File: config.mk
export PLATFORM = sky130hd
export DESIGN_NAME = vblank_write_sched_flat
export DESIGN_NICKNAME = d
export VERILOG_FILES = /design/src/rtl/vblank_write_sched_if.sv /design/src/rtl/vblank_write_sched.sv /design/src/flat_wrapper.sv
export SDC_FILE = /design/constraint.sdc
export NUM_CORES = 1
export LEC_CHECK = 0
export CELL_PAD_IN_SITES_DETAIL_PLACEMENT = 1
export CELL_PAD_IN_SITES_GLOBAL_PLACEMENT = 2
export CORE_UTILIZATION = 36
export DETAILED_ROUTE_END_ITERATION = 8
export DONT_BUFFER_PORTS = 1
export PLACE_DENSITY = 0.76
export SLEW_MARGIN = 15
export SYNTH_ARGS = -nofsm -noshare
export SYNTH_HDL_FRONTEND = slang
export SYNTH_SLANG_ARGS = --single-unit
File: constraint.sdc
create_clock -name clk -period 3.3 [get_ports clk]
set_clock_uncertainty 0.2 [all_clocks]
set_input_delay 0.165 -clock clk [delete_from_list [all_inputs] [get_ports clk]]
set_output_delay 0.165 -clock clk [all_outputs]
set_load 0.005 [all_outputs]
File: src/rtl/vblank_write_sched_if.sv
// Requester handshake and frame-buffer write bus for vblank_write_sched.
// master = requester/frame-buffer side, slave = the scheduler.
interface vblank_write_sched_if #(
  parameter int NREQ = 4,
  parameter int AW   = 11,
  parameter int DW   = 8
);
  logic [NREQ-1:0]    req_valid;
  logic [NREQ*AW-1:0] req_addr;
  logic [NREQ*DW-1:0] req_data;
  logic [NREQ-1:0]    req_ready;
  logic               fb_we;
  logic [AW-1:0]      fb_addr;
  logic [DW-1:0]      fb_wdata;

  modport master (
    output req_valid, req_addr, req_data,
    input  req_ready, fb_we, fb_addr, fb_wdata
  );

  modport slave (
    input  req_valid, req_addr, req_data,
    output req_ready, fb_we, fb_addr, fb_wdata
  );
endinterface

File: src/rtl/vblank_write_sched.sv
// Round-robin scheduler that confines frame-buffer writes to vertical blanking,
// with a per-frame write budget and a guard band before the nominal window end.
module vblank_write_sched #(
  parameter int NREQ          = 4,
  parameter int AW            = 11,
  parameter int DW            = 8,
  parameter int WRITE_BUDGET  = 1024,
  parameter int VBLANK_CYCLES = 47040,
  parameter int GUARD_CYCLES  = 16
) (
  input  logic                clk,
  input  logic                rst_n,
  input  logic [9:0]          curr_y,
  vblank_write_sched_if.slave bus,
  output logic                frame_tick,
  output logic                win_open,
  output logic                overrun
);

  localparam int IW  = (NREQ > 1) ? $clog2(NREQ) : 1;
  localparam int WCW = $clog2(VBLANK_CYCLES + 1);
  localparam int BCW = $clog2(WRITE_BUDGET + 1);

  localparam logic [WCW-1:0]  WIN_LAST = WCW'(VBLANK_CYCLES - GUARD_CYCLES - 1);
  localparam logic [WCW-1:0]  WIN_SAT  = WCW'(VBLANK_CYCLES);
  localparam logic [BCW-1:0]  BUD_MAX  = BCW'(WRITE_BUDGET);
  localparam logic [NREQ-1:0] ONE_HOT  = NREQ'(1);

  typedef enum logic [1:0] {
    ACTIVE = 2'd0,
    OPEN   = 2'd1,
    CLOSE  = 2'd2,
    DRAIN  = 2'd3
  } state_t;

  state_t          state_r, state_next_s;
  logic            vb_s, vb_q_r, entry_s, exit_s, grant_en_s;
  logic            grant_found_s, xfer_s;
  logic [IW:0]     pick_s;
  logic [IW-1:0]   rr_ptr_r, grant_idx_s;
  logic [NREQ-1:0] ready_s;
  logic [AW-1:0]   sel_addr_s, fb_addr_r;
  logic [DW-1:0]   sel_data_s, fb_wdata_r;
  logic [WCW-1:0]  win_cnt_r;
  logic [BCW-1:0]  budget_cnt_r;
  logic            fb_we_r, frame_tick_r, win_open_r;

  // First valid requester after ptr, wrapping; MSB of the result flags a hit.
  function automatic logic [IW:0] rr_pick(input logic [NREQ-1:0] valid,
                                          input logic [IW-1:0]   ptr);
    logic [IW:0]   res;
    logic [IW-1:0] ci;
    int            cand;
    res = '0;
    for (int k = NREQ; k >= 1; k--) begin
      cand = int'(ptr) + k;
      if (cand >= NREQ) begin
        cand = cand - NREQ;
      end else begin
        cand = cand;
      end
      ci = IW'(cand);
      if (valid[ci]) begin
        res = {1'b1, ci};
      end else begin
        res = res;
      end
    end
    return res;
  endfunction

  assign vb_s    = (curr_y == 10'h3FF);
  assign entry_s = vb_s & ~vb_q_r;
  assign exit_s  = (win_cnt_r == WIN_LAST) || (budget_cnt_r == BUD_MAX) || !vb_s;

  // Arbitration and selected requester's payload.
  always_comb begin
    pick_s        = rr_pick(bus.req_valid, rr_ptr_r);
    grant_found_s = pick_s[IW];
    grant_idx_s   = pick_s[IW-1:0];
    grant_en_s    = (state_r == OPEN) && !exit_s;
    xfer_s        = grant_en_s && grant_found_s;
    ready_s       = xfer_s ? (ONE_HOT << grant_idx_s) : '0;
    sel_addr_s    = bus.req_addr[AW*int'(grant_idx_s) +: AW];
    sel_data_s    = bus.req_data[DW*int'(grant_idx_s) +: DW];
  end

  // Window FSM next-state logic.
  always_comb begin
    state_next_s = state_r;
    case (state_r)
      ACTIVE: begin
        if (entry_s) state_next_s = OPEN;
        else         state_next_s = ACTIVE;
      end
      OPEN: begin
        if (exit_s) state_next_s = CLOSE;
        else        state_next_s = OPEN;
      end
      CLOSE: state_next_s = DRAIN;
      DRAIN: begin
        // Budget exhaustion must not re-open the window inside the same blanking.
        if (!vb_s) state_next_s = ACTIVE;
        else       state_next_s = DRAIN;
      end
      default: state_next_s = ACTIVE;
    endcase
  end

  // Blanking edge detector and FSM state register.
  always_ff @(posedge clk or negedge rst_n) begin
    if (!rst_n) begin
      vb_q_r  <= 1'b0;
      state_r <= ACTIVE;
    end else begin
      vb_q_r  <= vb_s;
      state_r <= state_next_s;
    end
  end

  // Saturating window/budget counters and round-robin pointer.
  always_ff @(posedge clk or negedge rst_n) begin
    if (!rst_n) begin
      win_cnt_r    <= '0;
      budget_cnt_r <= '0;
      rr_ptr_r     <= IW'(NREQ - 1);
    end else begin
      if (state_r == ACTIVE && entry_s) begin
        win_cnt_r <= '0;
      end else if (state_r == OPEN && win_cnt_r != WIN_SAT) begin
        win_cnt_r <= win_cnt_r + WCW'(1);
      end else begin
        win_cnt_r <= win_cnt_r;
      end
      if (state_r == ACTIVE && entry_s) begin
        budget_cnt_r <= '0;
      end else if (xfer_s && budget_cnt_r != BUD_MAX) begin
        budget_cnt_r <= budget_cnt_r + BCW'(1);
      end else begin
        budget_cnt_r <= budget_cnt_r;
      end
      if (xfer_s) rr_ptr_r <= grant_idx_s;
      else        rr_ptr_r <= rr_ptr_r;
    end
  end

  // Frame-buffer write port and status flags, one cycle behind the grant.
  always_ff @(posedge clk or negedge rst_n) begin
    if (!rst_n) begin
      fb_we_r      <= 1'b0;
      fb_addr_r    <= '0;
      fb_wdata_r   <= '0;
      frame_tick_r <= 1'b0;
      win_open_r   <= 1'b0;
    end else begin
      fb_we_r <= xfer_s;
      if (xfer_s) begin
        fb_addr_r  <= sel_addr_s;
        fb_wdata_r <= sel_data_s;
      end else begin
        fb_addr_r  <= fb_addr_r;
        fb_wdata_r <= fb_wdata_r;
      end
      frame_tick_r <= (state_r == ACTIVE) && entry_s;
      win_open_r   <= (state_next_s == OPEN);
    end
  end

  assign bus.req_ready = ready_s;
  assign bus.fb_we     = fb_we_r;
  assign bus.fb_addr   = fb_addr_r;
  assign bus.fb_wdata  = fb_wdata_r;
  assign frame_tick    = frame_tick_r;
  assign win_open      = win_open_r;
  assign overrun       = (state_r == CLOSE) && (|bus.req_valid);

endmodule

File: src/flat_wrapper.sv
// flat-port wrapper written by rule: the top's interface ports become plain ports
module vblank_write_sched_flat 
#(
  parameter int NREQ          = 4,
  parameter int AW            = 11,
  parameter int DW            = 8,
  parameter int WRITE_BUDGET  = 1024,
  parameter int VBLANK_CYCLES = 47040,
  parameter int GUARD_CYCLES  = 16
)
  (clk, rst_n, curr_y, frame_tick, win_open, overrun, bus_req_valid, bus_req_addr, bus_req_data, bus_req_ready, bus_fb_we, bus_fb_addr, bus_fb_wdata);
  vblank_write_sched_if #(.NREQ(NREQ), .AW(AW), .DW(DW)) bus_i ();
  input  logic clk;
  input  logic rst_n;
  input  logic [9:0] curr_y;
  output logic frame_tick;
  output logic win_open;
  output logic overrun;
  input wire logic [$bits(bus_i.req_valid)-1:0] bus_req_valid;
  input wire logic [$bits(bus_i.req_addr)-1:0] bus_req_addr;
  input wire logic [$bits(bus_i.req_data)-1:0] bus_req_data;
  output wire logic [$bits(bus_i.req_ready)-1:0] bus_req_ready;
  output wire logic [$bits(bus_i.fb_we)-1:0] bus_fb_we;
  output wire logic [$bits(bus_i.fb_addr)-1:0] bus_fb_addr;
  output wire logic [$bits(bus_i.fb_wdata)-1:0] bus_fb_wdata;
  assign bus_i.req_valid = bus_req_valid;
  assign bus_i.req_addr = bus_req_addr;
  assign bus_i.req_data = bus_req_data;
  assign bus_req_ready = bus_i.req_ready;
  assign bus_fb_we = bus_i.fb_we;
  assign bus_fb_addr = bus_i.fb_addr;
  assign bus_fb_wdata = bus_i.fb_wdata;
  vblank_write_sched #(.NREQ(NREQ), .AW(AW), .DW(DW), .WRITE_BUDGET(WRITE_BUDGET), .VBLANK_CYCLES(VBLANK_CYCLES), .GUARD_CYCLES(GUARD_CYCLES)) u_core (.clk(clk), .rst_n(rst_n), .curr_y(curr_y), .bus(bus_i), .frame_tick(frame_tick), .win_open(win_open), .overrun(overrun));
endmodule
==> results.cfg <==
[pwr]
p_int_uw = 1141
peakVddDrop_mv = 0.1627
power_frac_seq_pct = 51.1
swShare_pct = 35.77
clockPowerShare_pct = 22.6
p_total_uw = 1777
leakage_uw = 0.001573
switchingPower_uw = 635.6
p_comb_share_pct = 26.3
powerDensity_nw_per_um2 = 446.4

[logic_synthesis]
ys.warnings.count = 0
synthesis.instances = 405
synthSimpleGateAreaFrac_pct = 30.73
async_reset_ff_share_pct = 100.0
synth_fp_nets = 501
ys_ff_latch = 54
seq_area_frac_synth_pct = 39.87
synth_top_family_by_area = simple AND/OR/NAND/NOR gates
synth_top_area_share_pct = 38.32
ys_top_cells_by_count = nand2_1 (76), dfrtp_1 (52), nor3_1 (45)
syn_avg_cell_area_um2 = 8.385
synth_mux_area_share_pct = 0.2948
yosysTopAreaCell = dfrtp_1
synth-compound-area-share_pct = 18.68
synth_xor_xnor_area_share_pct = 3.353
ys.flop_type = dfrtp_1
synth_cell_type_count = 49
yosys-top-cells-area = dfrtp_1 (38%), a211oi_1 (8.4%), nand2_1 (8.4%)
synth-edff-count = 0
synth_adder_area_share_pct = 1.474
synth_most_common_cell = nand2_1
syn-cell-area_um2 = 3396

[sta]
worstMarginPinSlew_ns = 0.8958
whs_ns = 0.006191
fin_crit_sh_pct = 93.29
setup_viol = 0
rsz0062_at_grt = no
tns_ns = 0
final_hold_viol_count = 0
fin_crit_ns = 3.078
fmax_mhz = 324.8
drv_slew = 0
slew_headroom_pct = 39.79

[clocking]
cts_resized = 0
postCtsSetupBuffers = 0
clockBufferDepth = 2
clock_sink_count = 54
ctsRootBufferMaster = clkbuf_8
insertion_delay_ns = 0.32
cts_tree = built
path_clk_slew_ns = 0.10
cts-buffers-inserted = 5
htreeDepth = 2

[setup_path]
cp_data_required_time_ns = 3.36
cp_max_fo = 43
r2r_end = u_core.bus.fb_addr[8]
critical_path_buf_inv_count = 2
crit_slowest_cell = dfstp_2
crit_chain = o21ai_0 > a21boi_4 > or3_1 > buf_4 > a211oi_1 > o31ai_1 > dlygate4sd3_1
critPathTopFamily = compound AO/OA/AOI/OAI gates
reg2reg_setup_slack_ns = 0.22
slowest_delay_ns = 0.61
worstPathArrival_ns = 3.14
crit_start = u_core.rr_ptr_r[0]
crit_path_end_kind = flip-flop
crit_path_start_kind = flip-flop
worstSetupPathType = flip-flop to flip-flop
r2r_cells = 7
r2r-start = u_core.rr_ptr_r[0]

[drt]
firstDrtPassIters = 4
top_layer = met4
ant_nets = 0
wl_met1_mm = 4.555
drc_errors = 0
viasPerCell = 5.870
wl_mm = 10.13
wl_met2_mm = 4.856
route.met3.wl_um = 457
vias = 3170
wire_per_inst_um = 18.75
drt_iter0_drc = 80

[die]
initial_utilization_pct = 36.93
dieHeight_um = 99.12
die_area_um2 = 9825
die_w_um = 99.12
num_io_pins = 119
coreArea_um2 = 9196
num_rows = 35

[layout]
drive_gt1_share_pct = 7.459
area_growth_pct = 17.21
num-nets-final = 524
diodes = 0

[global_route]
grt_use_total_pct = 20.63
grt_pass1_wl_mm = 16.04
globalRoute.totalOverflow = 0
first_global_vias = 3159
grt_max_degree = 55
antenna_found_initial = 0

[flow_run]
maxCapViolCount = 0

[hold_path]
holdPathStages = 2
min_from = bus_req_data[7]
hold_end = u_core.bus.fb_wdata[7]
hold_class = input port to flip-flop

[placed_design]
portBuffers = 0
dpl.hpwl_mm = 6.707
routabilityCongestion = 0.7677

[run_status]
outcome = finished clean
kinds of logic after synthesis:
logic type	after synthesis
simple gates	200
compound gates	93
flops	54
buf+inv	40
xor+xnor	13
fa+ha+maj	4
mux	1
power by group through the flow:
stage | clock [uW] | sequential, uW | combinational [uW]
final | 402 | 907 | 467
after global routing | 439 | 929 | 534
after floorplan | 0 | 858 | 389
after global placement | 0 | 913 | 413
after CTS | 415 | 906 | 469
after detailed placement | 0 | 919 | 424
final cells by class:
type / instances / area, um2
clock buffer: 7 / 86.33
clock inverter: 1 / 5.005
fill: 1093 / 5216
inverter: 10 / 50.05
multi-input combinational: 312 / 1893
sequential: 54 / 1354
tap: 111 / 138.9
timing repair buffer: 45 / 452.9
stage by stage:
step | util [%] | area [um2] | worst slack, ns | instances
CTS | 43.14 | 3968 | 0.2299 | 539
global placement | 37.71 | 3468 | 0.8639 | 492
global route | 43.28 | 3980 | 0.001035 | 540
detailed placement | 37.71 | 3468 | 0.7337 | 492
floorplan | - | 3396 | 1.209 | 405
finish | 43.28 | 3980 | 0.2215 | 540
worst register-to-register path, delay by kind of cell (launching register included):
kind                   cells  cell delay, ns
AND/OR/NAND/NOR            1            0.20
flip-flops                 1            0.61
AO/OA/AOI/OAI              4            1.03
buffers and inverters      2            0.98
cell usage in the layout, fill, tap and decap left out, types with 7 or more instances in the layout:
master	netlist	layout
nand3_1	10	10
or3_1	9	9
dfrtp_1	52	52
a21oi_1	12	11
nand2_1	76	76
nor3_1	45	45
o21ai_0	16	16
nand4_1	7	7
nor2_1	18	18
inv_1	9	9
o31ai_1	20	20
dlygate4sd3_1	0	38
xnor2_1	7	7
a211oi_1	38	38
worst max path at each step:
stage	endpoint	cells past startpoint
finish	u_core.bus.fb_addr[8]	7
global route	u_core.bus.fb_wdata[6]	7
CTS	u_core.bus.fb_addr[6]	7
detailed placement	u_core.bus.fb_addr[6]	6
global placement	u_core.bus.fb_addr[6]	6
floorplan	u_core.budget_cnt_r[9]	5
routing by layer:
metal  GRT usage, %  vias to the layer above
met5              0                        -
met4          7.692                        0
met3          3.514                       17
met2          34.32                       82
met1          27.06                     1547
li1               -                     1524
sequential cells by signal, summed over array words and instances (netlist names):
signal / count
u_core.state_r: 2
u_core.bus.fb_wdata: 8
u_core.frame_tick: 1
u_core.vb_q_r: 1
u_core.bus.fb_addr: 11
u_core.rr_ptr_r: 2
u_core.win_cnt_r: 16
u_core.budget_cnt_r: 11
u_core.win_open: 1
u_core.bus.fb_we: 1
timing repair:
action                                  4_1_cts  5_1_grt
hold endpoints to repair                     73        0
hold buffers                                 39        0
endpoints found under the setup margin        0        7
No activity file was read; power rests on OpenSTA's default activity.
